<file path="src/rtl/intersection_pkg.sv">
// Shared types and constants for the intersection phase sequencer:
// state encoding, signal-head light encodings and side indices.
package intersection_pkg;

    typedef enum logic [2:0] {
        HWY_GREEN  = 3'd0,
        HWY_YELLOW = 3'd1,
        CLEAR1     = 3'd2,
        SIDE_GRN   = 3'd3,
        SIDE_YEL   = 3'd4,
        CLEAR2     = 3'd5,
        WALK       = 3'd6
    } state_t;

    // Signal head encoding {red,yellow,green}
    localparam logic [2:0] RED = 3'b100;
    localparam logic [2:0] YEL = 3'b010;
    localparam logic [2:0] GRN = 3'b001;

    localparam logic SIDE_A = 1'b0;
    localparam logic SIDE_B = 1'b1;

endpackage

</file>
<file path="src/rtl/phase_timer.sv">
// Loadable tick-driven down-counter that times every intersection phase.
// Holds at zero until reloaded; expired marks the tick on which the phase ends.
module phase_timer #(
    parameter int               CNT_W     = 4,
    parameter logic [CNT_W-1:0] RESET_VAL = '0
) (
    input  logic             clock,
    input  logic             reset,
    input  logic             tick,
    input  logic             load,
    input  logic [CNT_W-1:0] load_val,
    output logic             zero,
    output logic             expired
);

    logic [CNT_W-1:0] count;

    // NOTE: sequential state uses non-blocking assignments so every flop samples pre-edge values.
    always_ff @(posedge clock or negedge reset) begin
        if (!reset)
            count <= RESET_VAL;
        else if (load)
            count <= load_val;
        else if (tick && count != '0)
            count <= count - 1'b1;
    end

    assign zero    = (count == '0);
    assign expired = zero && tick;

endmodule

</file>
<file path="src/rtl/intersection_sequencer.sv">
// Highway / two-side-road intersection phase sequencer with round-robin side service.
// Optional pedestrian phase is built when PED_PHASE_EN is defined.
module intersection_sequencer
    import intersection_pkg::*;
#(
    parameter int HWY_MIN_GREEN = 8,
    parameter int SIDE_GREEN    = 4,
    parameter int YELLOW        = 2,
    parameter int ALL_RED       = 1,
    parameter int WALK_TIME     = 6,
    parameter int CNT_W         = 4
) (
    input  logic       clock,
    input  logic       reset,
    input  logic       tick,
    input  logic [1:0] side_req,
    input  logic       ped_req,
    output logic [2:0] highway,
    output logic [2:0] side_a,
    output logic [2:0] side_b,
    output logic       walk,
    output logic [1:0] grant,
    output logic [2:0] state
);

    localparam logic [CNT_W-1:0] LD_HWY   = CNT_W'(HWY_MIN_GREEN - 1);
    localparam logic [CNT_W-1:0] LD_SIDE  = CNT_W'(SIDE_GREEN - 1);
    localparam logic [CNT_W-1:0] LD_YEL   = CNT_W'(YELLOW - 1);
    localparam logic [CNT_W-1:0] LD_CLEAR = CNT_W'(ALL_RED - 1);
    localparam logic [CNT_W-1:0] LD_WALK  = CNT_W'(WALK_TIME - 1);

    state_t           cur_state, next_state;
    logic [1:0]       pend;
    logic             last;
    logic             pick;
    logic             ped_pending;
    logic             enter_side;
    logic             enter_walk;
    logic             timer_load;
    logic [CNT_W-1:0] timer_val;
    logic             timer_expired;
    logic             timer_zero_unused;

    phase_timer #(
        .CNT_W     (CNT_W),
        .RESET_VAL (LD_HWY)
    ) u_timer (
        .clock    (clock),
        .reset    (reset),
        .tick     (tick),
        .load     (timer_load),
        .load_val (timer_val),
        .zero     (timer_zero_unused),
        .expired  (timer_expired)
    );

    // When both sides wait, serve the one not served last time.
    assign pick = (pend == 2'b11) ? ~last : (pend[0] ? SIDE_A : SIDE_B);

    // NOTE: every variable driven here gets a default first, so no latches are inferred.
    always_comb begin
        next_state = cur_state;
        case (cur_state)
            HWY_GREEN:  if (timer_expired && (|pend || ped_pending)) next_state = HWY_YELLOW;
            HWY_YELLOW: if (timer_expired) next_state = CLEAR1;
`ifdef PED_PHASE_EN
            CLEAR1:     if (timer_expired) next_state = (|pend) ? SIDE_GRN : WALK;
`else
            CLEAR1:     if (timer_expired) next_state = SIDE_GRN;
`endif
            SIDE_GRN:   if (timer_expired) next_state = SIDE_YEL;
            SIDE_YEL:   if (timer_expired) next_state = CLEAR2;
            CLEAR2:     if (timer_expired) next_state = ped_pending ? WALK : HWY_GREEN;
`ifdef PED_PHASE_EN
            WALK:       if (timer_expired) next_state = HWY_GREEN;
`endif
            default:    next_state = HWY_GREEN;
        endcase
    end

    always_comb begin
        timer_val = LD_HWY;
        case (next_state)
            HWY_YELLOW, SIDE_YEL: timer_val = LD_YEL;
            CLEAR1, CLEAR2:       timer_val = LD_CLEAR;
            SIDE_GRN:             timer_val = LD_SIDE;
            WALK:                 timer_val = LD_WALK;
            default:              timer_val = LD_HWY;
        endcase
    end

    assign timer_load = (next_state != cur_state);
    assign enter_side = (next_state == SIDE_GRN) && (cur_state != SIDE_GRN);
    assign enter_walk = (next_state == WALK) && (cur_state != WALK);

    // A clear on phase entry beats a same-cycle set; a still-high request re-sets it next clock.
    always_ff @(posedge clock or negedge reset) begin
        if (!reset) begin
            cur_state <= HWY_GREEN;
            pend      <= 2'b00;
            last      <= SIDE_B;
        end else begin
            cur_state <= next_state;
            pend      <= (pend | side_req) & ~(enter_side ? (2'b01 << pick) : 2'b00);
            if (enter_side)
                last <= pick;
        end
    end

`ifdef PED_PHASE_EN
    logic ped_pend;

    always_ff @(posedge clock or negedge reset) begin
        if (!reset)
            ped_pend <= 1'b0;
        else
            ped_pend <= enter_walk ? 1'b0 : (ped_pend | ped_req);
    end

    assign ped_pending = ped_pend;
`else
    logic unused_ped;
    logic unused_walk_entry;

    assign unused_ped        = ped_req;
    assign unused_walk_entry = enter_walk;
    assign ped_pending       = 1'b0;
`endif

    // Moore decode; during side phases `last` names the side being served.
    always_comb begin
        highway = RED;
        side_a  = RED;
        side_b  = RED;
        walk    = 1'b0;
        grant   = 2'b00;
        case (cur_state)
            HWY_GREEN:  highway = GRN;
            HWY_YELLOW: highway = YEL;
            SIDE_GRN, SIDE_YEL: begin
                grant = (last == SIDE_A) ? 2'b01 : 2'b10;
                if (last == SIDE_A)
                    side_a = (cur_state == SIDE_GRN) ? GRN : YEL;
                else
                    side_b = (cur_state == SIDE_GRN) ? GRN : YEL;
            end
`ifdef PED_PHASE_EN
            WALK:       walk = 1'b1;
`endif
            default: ;
        endcase
    end

    assign state = cur_state;

endmodule
</file>
<file path="config.mk">
export PLATFORM = sky130hd
export DESIGN_NAME = intersection_sequencer
export DESIGN_NICKNAME = d
export VERILOG_FILES = /design/src/rtl/intersection_pkg.sv /design/src/rtl/phase_timer.sv /design/src/rtl/intersection_sequencer.sv
export SDC_FILE = /design/constraint.sdc
export NUM_CORES = 1
export LEC_CHECK = 0
export ABC_AREA = 1
export BUFFER_PORTS_ARGS = -buffer_cell sky130_fd_sc_hd__buf_4
export CORE_MARGIN = 2
export CORE_UTILIZATION = 56
export CTS_BUF_LIST = sky130_fd_sc_hd__clkbuf_4 sky130_fd_sc_hd__clkbuf_8
export DETAILED_ROUTE_END_ITERATION = 10
export PLACE_DENSITY_LB_ADDON = 0.1
export SLEW_MARGIN = 30
export SYNTH_ARGS = -nofsm -noshare
export SYNTH_HDL_FRONTEND = slang
export SYNTH_SLANG_ARGS = --single-unit
</file>
<file path="constraint.sdc">
create_clock -name clock -period 3.2 [get_ports clock]
set_input_delay 0.32 -clock clock [delete_from_list [all_inputs] [get_ports clock]]
set_output_delay 0.32 -clock clock [all_outputs]
set_load 0.005 [all_outputs]
</file>
# Yosys cells after proc, flatten, opt, wreduce, memory -nomap -nowiden
# Cells that the tools add are included.
word_totals:
  register_bits: 10
  in_bits: 6
  out_inout_bits: 15
  word_cells: 57
classes:
  addsub: 1
  n_eq_ne: 14
  shifts: 1
  mux: 21
  bitwise: 4
  reduce_logical: 12
op_table:
  columns: ["op", "n"]
  rows:
  - ["3-bit two-way mux", 10]
  - ["3-bit case mux with 6 select lines", 1]
  - ["3-bit equality test, second input constant", 5]
  - ["3-bit by 2-bit equality test with 1-bit output, second input constant", 4]
  - ["3-bit case mux with 4 select lines", 1]
  - ["2-bit two-way mux", 4]
  - ["4-bit two-way mux", 2]
  - ["2-bit OR reduction", 4]
  - ["3-bit by 1-bit equality test with 1-bit output, second input constant", 2]
  - ["3-bit case mux with 2 select lines", 1]
  - ["1-bit logical AND", 4]
  - ["4-bit zero test", 1]
  - ["4-bit nonzero test", 1]
  - ["4-bit by 1-bit subtractor with 4-bit output, second input constant", 1]
  - ["3-bit zero test", 1]
  - ["3-bit by 2-bit inequality test with 1-bit output, second input constant", 1]
  - ["3-bit inequality test", 1]
  - ["2-bit AND", 1]
  - ["2-bit equality test, second input constant", 1]
  - ["1-bit two-way mux", 2]
  - ["2-bit inverter", 1]
  - ["2-bit bitwise OR", 1]
  - ["2-bit nonzero test", 1]
  - ["1-bit by 1-bit left shift with 2-bit output, first input constant", 1]
  - ["1-bit inverter", 1]

# Logic depth before layout (Yosys ltp)
logic_depth:
  depth_word: 10
  depth_mapped: 10

# Modules after synthesis
# From an unflattened synthesis, not the netlist that was laid out.
hier_totals:
  hier_cells: 113
  area_unflattened_um2: 725.7
modules_own_cells:
  columns: ["module", "n_inst", "cells_per_inst", "area_each_um2", "seq_area_each_um2"]
  rows:
  - ["intersection_sequencer", 1, 71, 444.2, 151.4]
  - ["phase_timer", 1, 42, 281.5, 103.8]

# Least setup slack after synthesis
# OpenSTA, ideal clock, no wires.
synth_timing:
  kind: "reg2reg"
  startpoint: "register u_timer.count[0]"
  endpoint: "register u_timer.count[2]"
  setup_time_ps: 79
  t_arrival_ps: 1375
  required_time_ps: 3121
  slack_ps: 1746
  stages_incl_launch_ff: 9
  n_path_buf: 0
  period_less_slack_ps: 1454
  cell_sequence: "dfstp_2 -> inv_1 -> ha_1 -> nand4_2 -> nand2_2 -> nor2_1 -> inv_2 -> nor2_1 -> a21oi_1"
synth_between:
  elab_chain_len: 9
  elab_cells_between_ends: 26
  cone_classes: "1 x add/sub; 7 x eq/ne; 10 x mux; 8 x reduce/logical"
synth_lines:
  columns: ["item", "line", "text"]
  rows:
  - ["from (decl)", "phase_timer.sv:16", "logic [CNT_W-1:0] count;"]
  - ["from (signal assigned)", "phase_timer.sv:23", "count <= load_val;"]
  - ["from (signal assigned)", "phase_timer.sv:25", "count <= count - 1'b1;"]
  - ["4-bit zero test", "phase_timer.sv:28", "assign zero = (count == '0);"]
  - ["1-bit logical AND", "phase_timer.sv:29", "assign expired = zero && tick;"]
  - ["1-bit logical AND", "intersection_sequencer.sv:64", "HWY_GREEN: if (timer_expired && (|pend || ped_pending)) next_state = HWY_YELLOW;"]
  - ["3-bit two-way mux", "intersection_sequencer.sv:64", null]
  - ["3-bit case mux with 6 select lines", "intersection_sequencer.sv:63", "case (cur_state)"]
  - ["3-bit by 2-bit equality test with 1-bit output (tied with other cells)", "intersection_sequencer.sv:83", "case (next_state)"]
  - ["2-bit OR reduction", "intersection_sequencer.sv:83", null]
  - ["3-bit case mux with 4 select lines", "intersection_sequencer.sv:83", null]
  - ["4-bit two-way mux", "phase_timer.sv:22", "else if (load)"]
# Several ways; a longest one is shown, not always the timed one. The select of a mux whose other input is x is not followed.
# A chain may end at the register's enable or synchronous reset.

# Worst setup path in the final report
layout_timing:
  startpoint: "register cur_state[0], in the netlist state[0]"
  endpoint: "output port grant[0]"
layout_between:
  elab_chain_len: 3
  elab_cells_between_ends: 4
  cone_classes: "2 x eq/ne; 1 x mux; 1 x reduce/logical"
layout_lines:
  columns: ["item", "line", "text"]
  rows:
  - ["from (decl)", "intersection_sequencer.sv:32", "state_t cur_state, next_state;"]
  - ["from (signal assigned)", "intersection_sequencer.sv:103", "cur_state <= next_state;"]
  - ["3-bit by 2-bit equality test with 1-bit output / 3-bit equality test (equally long branches)", "intersection_sequencer.sv:137", "case (cur_state)"]
  - ["2-bit OR reduction (*)", "intersection_sequencer.sv:137", null]
  - ["2-bit two-way mux (*)", "intersection_sequencer.sv:137", null]
  - ["to (decl)", "intersection_sequencer.sv:22", "output logic [1:0] grant,"]
# Mark *: on every way between the ends. The rest lies on a longest branch, timed or not.

==> out/qor.yml <==
status: "completed"
synth.distinct_cells: 24
num_vias: 679
crit_fanout: 10
synth_cells: 105
antenna_found_initial: 0
cts_buffers: 3
final_hold_viol_count: 0
viasPerCell: 4.85
synth_top_area_share_pct: 20.3
gr-total-overflow: 0
diodes: 0
cts-htree-levels: 1
grt_pass1_wl_um: 2420
first_iter_violations: 14
syn-cell-area_um2: 738
syn_nets: 113
min_from: "side_req[0]"
synth_seq_area_share_pct: 34.6
start_util_pct: 58.2
yosys_warnings: 0
grt_max_degree: 11
wl_um: 1570
synth_seq_cells: 10
worstSetupStartpointType: "flip-flop"
clockBufferDepth: 2
leakage_nw: 0.504
setup.worst_path.class: "reg -> out"
ant_nets: 0
fmax_mhz: 566
peakVddDrop_uv: 604
wl_per_cell_um: 11.2
firstDrtPassIters: 4
setup-tns-final_ns: 0
timing.rr.start: "u_timer.count[0]"
core-area_um2: 1270
drive_gt1_share_pct: 32.0
arrival_ns: 1.45
hold_path_class: "in -> reg"
drv_cap: 0
finalSetupViolations: 0
power_density_nw_per_um2: 946
synth_area_leader_cell: "dfrtp_1"
rsz0062_at_grt: "no"
stdcell_count: 140
pin_count: 21
slew_viol_final: 0
num-fill-cells: 101
crit_path_end_kind: "output pin"
layout.nets: 134
cts_tree: "built"
dpl.hpwl_um: 1200
area_growth_syn_to_layout_pct: 23.6
die_h_um: 40.3
ff2ff_setup_slack_ns: 1.58
min_path_cells: 3
cts_resized: 0
grt_pass1_vias: 594
syn_avg_cell_area_um2: 7.03
postCtsHoldBufs: 1
dieArea_um2: 1620
clk-insertion-delay-late_ns: 0.26
hold_end: "pend[0]"
mostFrequentLayoutCells: "21 x inv_1, 19 x nand2_1, 18 x buf_4"
post-cts-setup-buffer-count: 0
fin_crit_ns: 1.77
whs_ns: 0.281
io_buffer_count: 18
clockRootBuffer: "clkbuf_4"
skew_ns: 0.000503
r2r_cells: 7
final_common_cell: "inv_1"
drc: 0
gp_congestion: 0.795
numPlacedInstances: 135
finalCritPeriodShare_pct: 55.2
cts_sinks: 10
clkTransAtPathRegs_ns: 0.07
std_cell_rows: 13
die_w_um: 40.3
ys_top_cells_by_area: "dfrtp_1 20%, dfstp_2 14%, inv_1 11%"
regToRegEndpoint: "u_timer.count[2]"
critPathRequiredTime_ns: 2.88
track_usage_pct: 23.0
-- cells in the mapped netlist --
cell type	instances
nand4_2	1
nand4_1	1
nor2_1	17
nor2_2	2
buf_4	2
nand2_2	4
nand3_2	2
nor3_1	1
o22ai_1	1
inv_2	1
xnor2_1	1
nand3_1	5
inv_1	21
nand2_1	19
a21oi_1	3
nor2_4	2
a21oi_2	2
conb_1	1
buf_6	1
o21ai_0	5
dfrtp_1	6
ha_1	2
dfstp_2	4
xor2_1	1
-- registers in the layout, summed over array words and instances, names as in the netlist --
signal,flops
u_timer.count,4
pend,2
last,1
state,3
-- report_power, final --
group	switching [mW]	internal, mW
combinational	0.264	0.213
clock	0.0434	0.0691
sequential	0.0766	0.197
total	0.384	0.479
-- kinds of logic after synthesis --
kind of cell,count (synthesis),synth area share (%)
buffers and inverters,25,14.7
AND/OR/NAND/NOR,54,35.8
flip-flops,10,34.6
AO/OA/AOI/OAI,11,8.64
XOR/XNOR,2,2.37
adder cells (fa/ha/maj),2,3.39
other,1,0.508
-- through the flow --
stage / utilization (%) / power (mW) / area, um2 / setup WS, ns
after floorplan: - / 0.596 / 738 / 1.75
after global placement: 68.2 / 0.732 / 866 / 1.64
after detailed placement: 68.2 / 0.750 / 866 / 1.60
after CTS: 71.9 / 0.869 / 912 / 1.42
after global routing: 71.9 / 0.949 / 912 / 1.29
final: 71.9 / 0.863 / 912 / 1.43
-- worst max-delay path, stage by stage, from the launching register on --
cell and delay (ns):
dfrtp_1 0.53, inv_1 0.12, nand3_1 0.14, nor2_1 0.07
nor2_1 0.14, inv_1 0.05, buf_4 0.13
-- final cells by class --
| type | count | area [um2] | area share, % |
|---|---|---|---|
| multi-input cells | 70 | 374 | 41.0 |
| flip-flops and latches | 10 | 255 | 28.0 |
| repair buffers | 19 | 145 | 15.9 |
| inverters | 22 | 82.6 | 9.05 |
| clock buffers | 4 | 36.3 | 3.98 |
| well taps | 15 | 18.8 | 2.06 |
-- worst max path at each step --
stage	start	cells after the start	endpoint
global placement	u_timer.count[0]	8	u_timer.count[2]
CTS	state[0]	6	grant[0]
floorplan	u_timer.count[0]	8	u_timer.count[2]
global route	state[0]	7	grant[0]
finish	state[0]	6	grant[0]
detailed placement	u_timer.count[0]	8	u_timer.count[0]
-- layer usage --
layer  track usage, %  up-vias  routed length [um]
met3             3.33        2                  63
met2             36.3       19                 768
li1                 -      360                   -
met4             12.5        0                  16
met1             30.1      298                 727
met5                0        -                   0
Power figures use the tool's default switching activity.
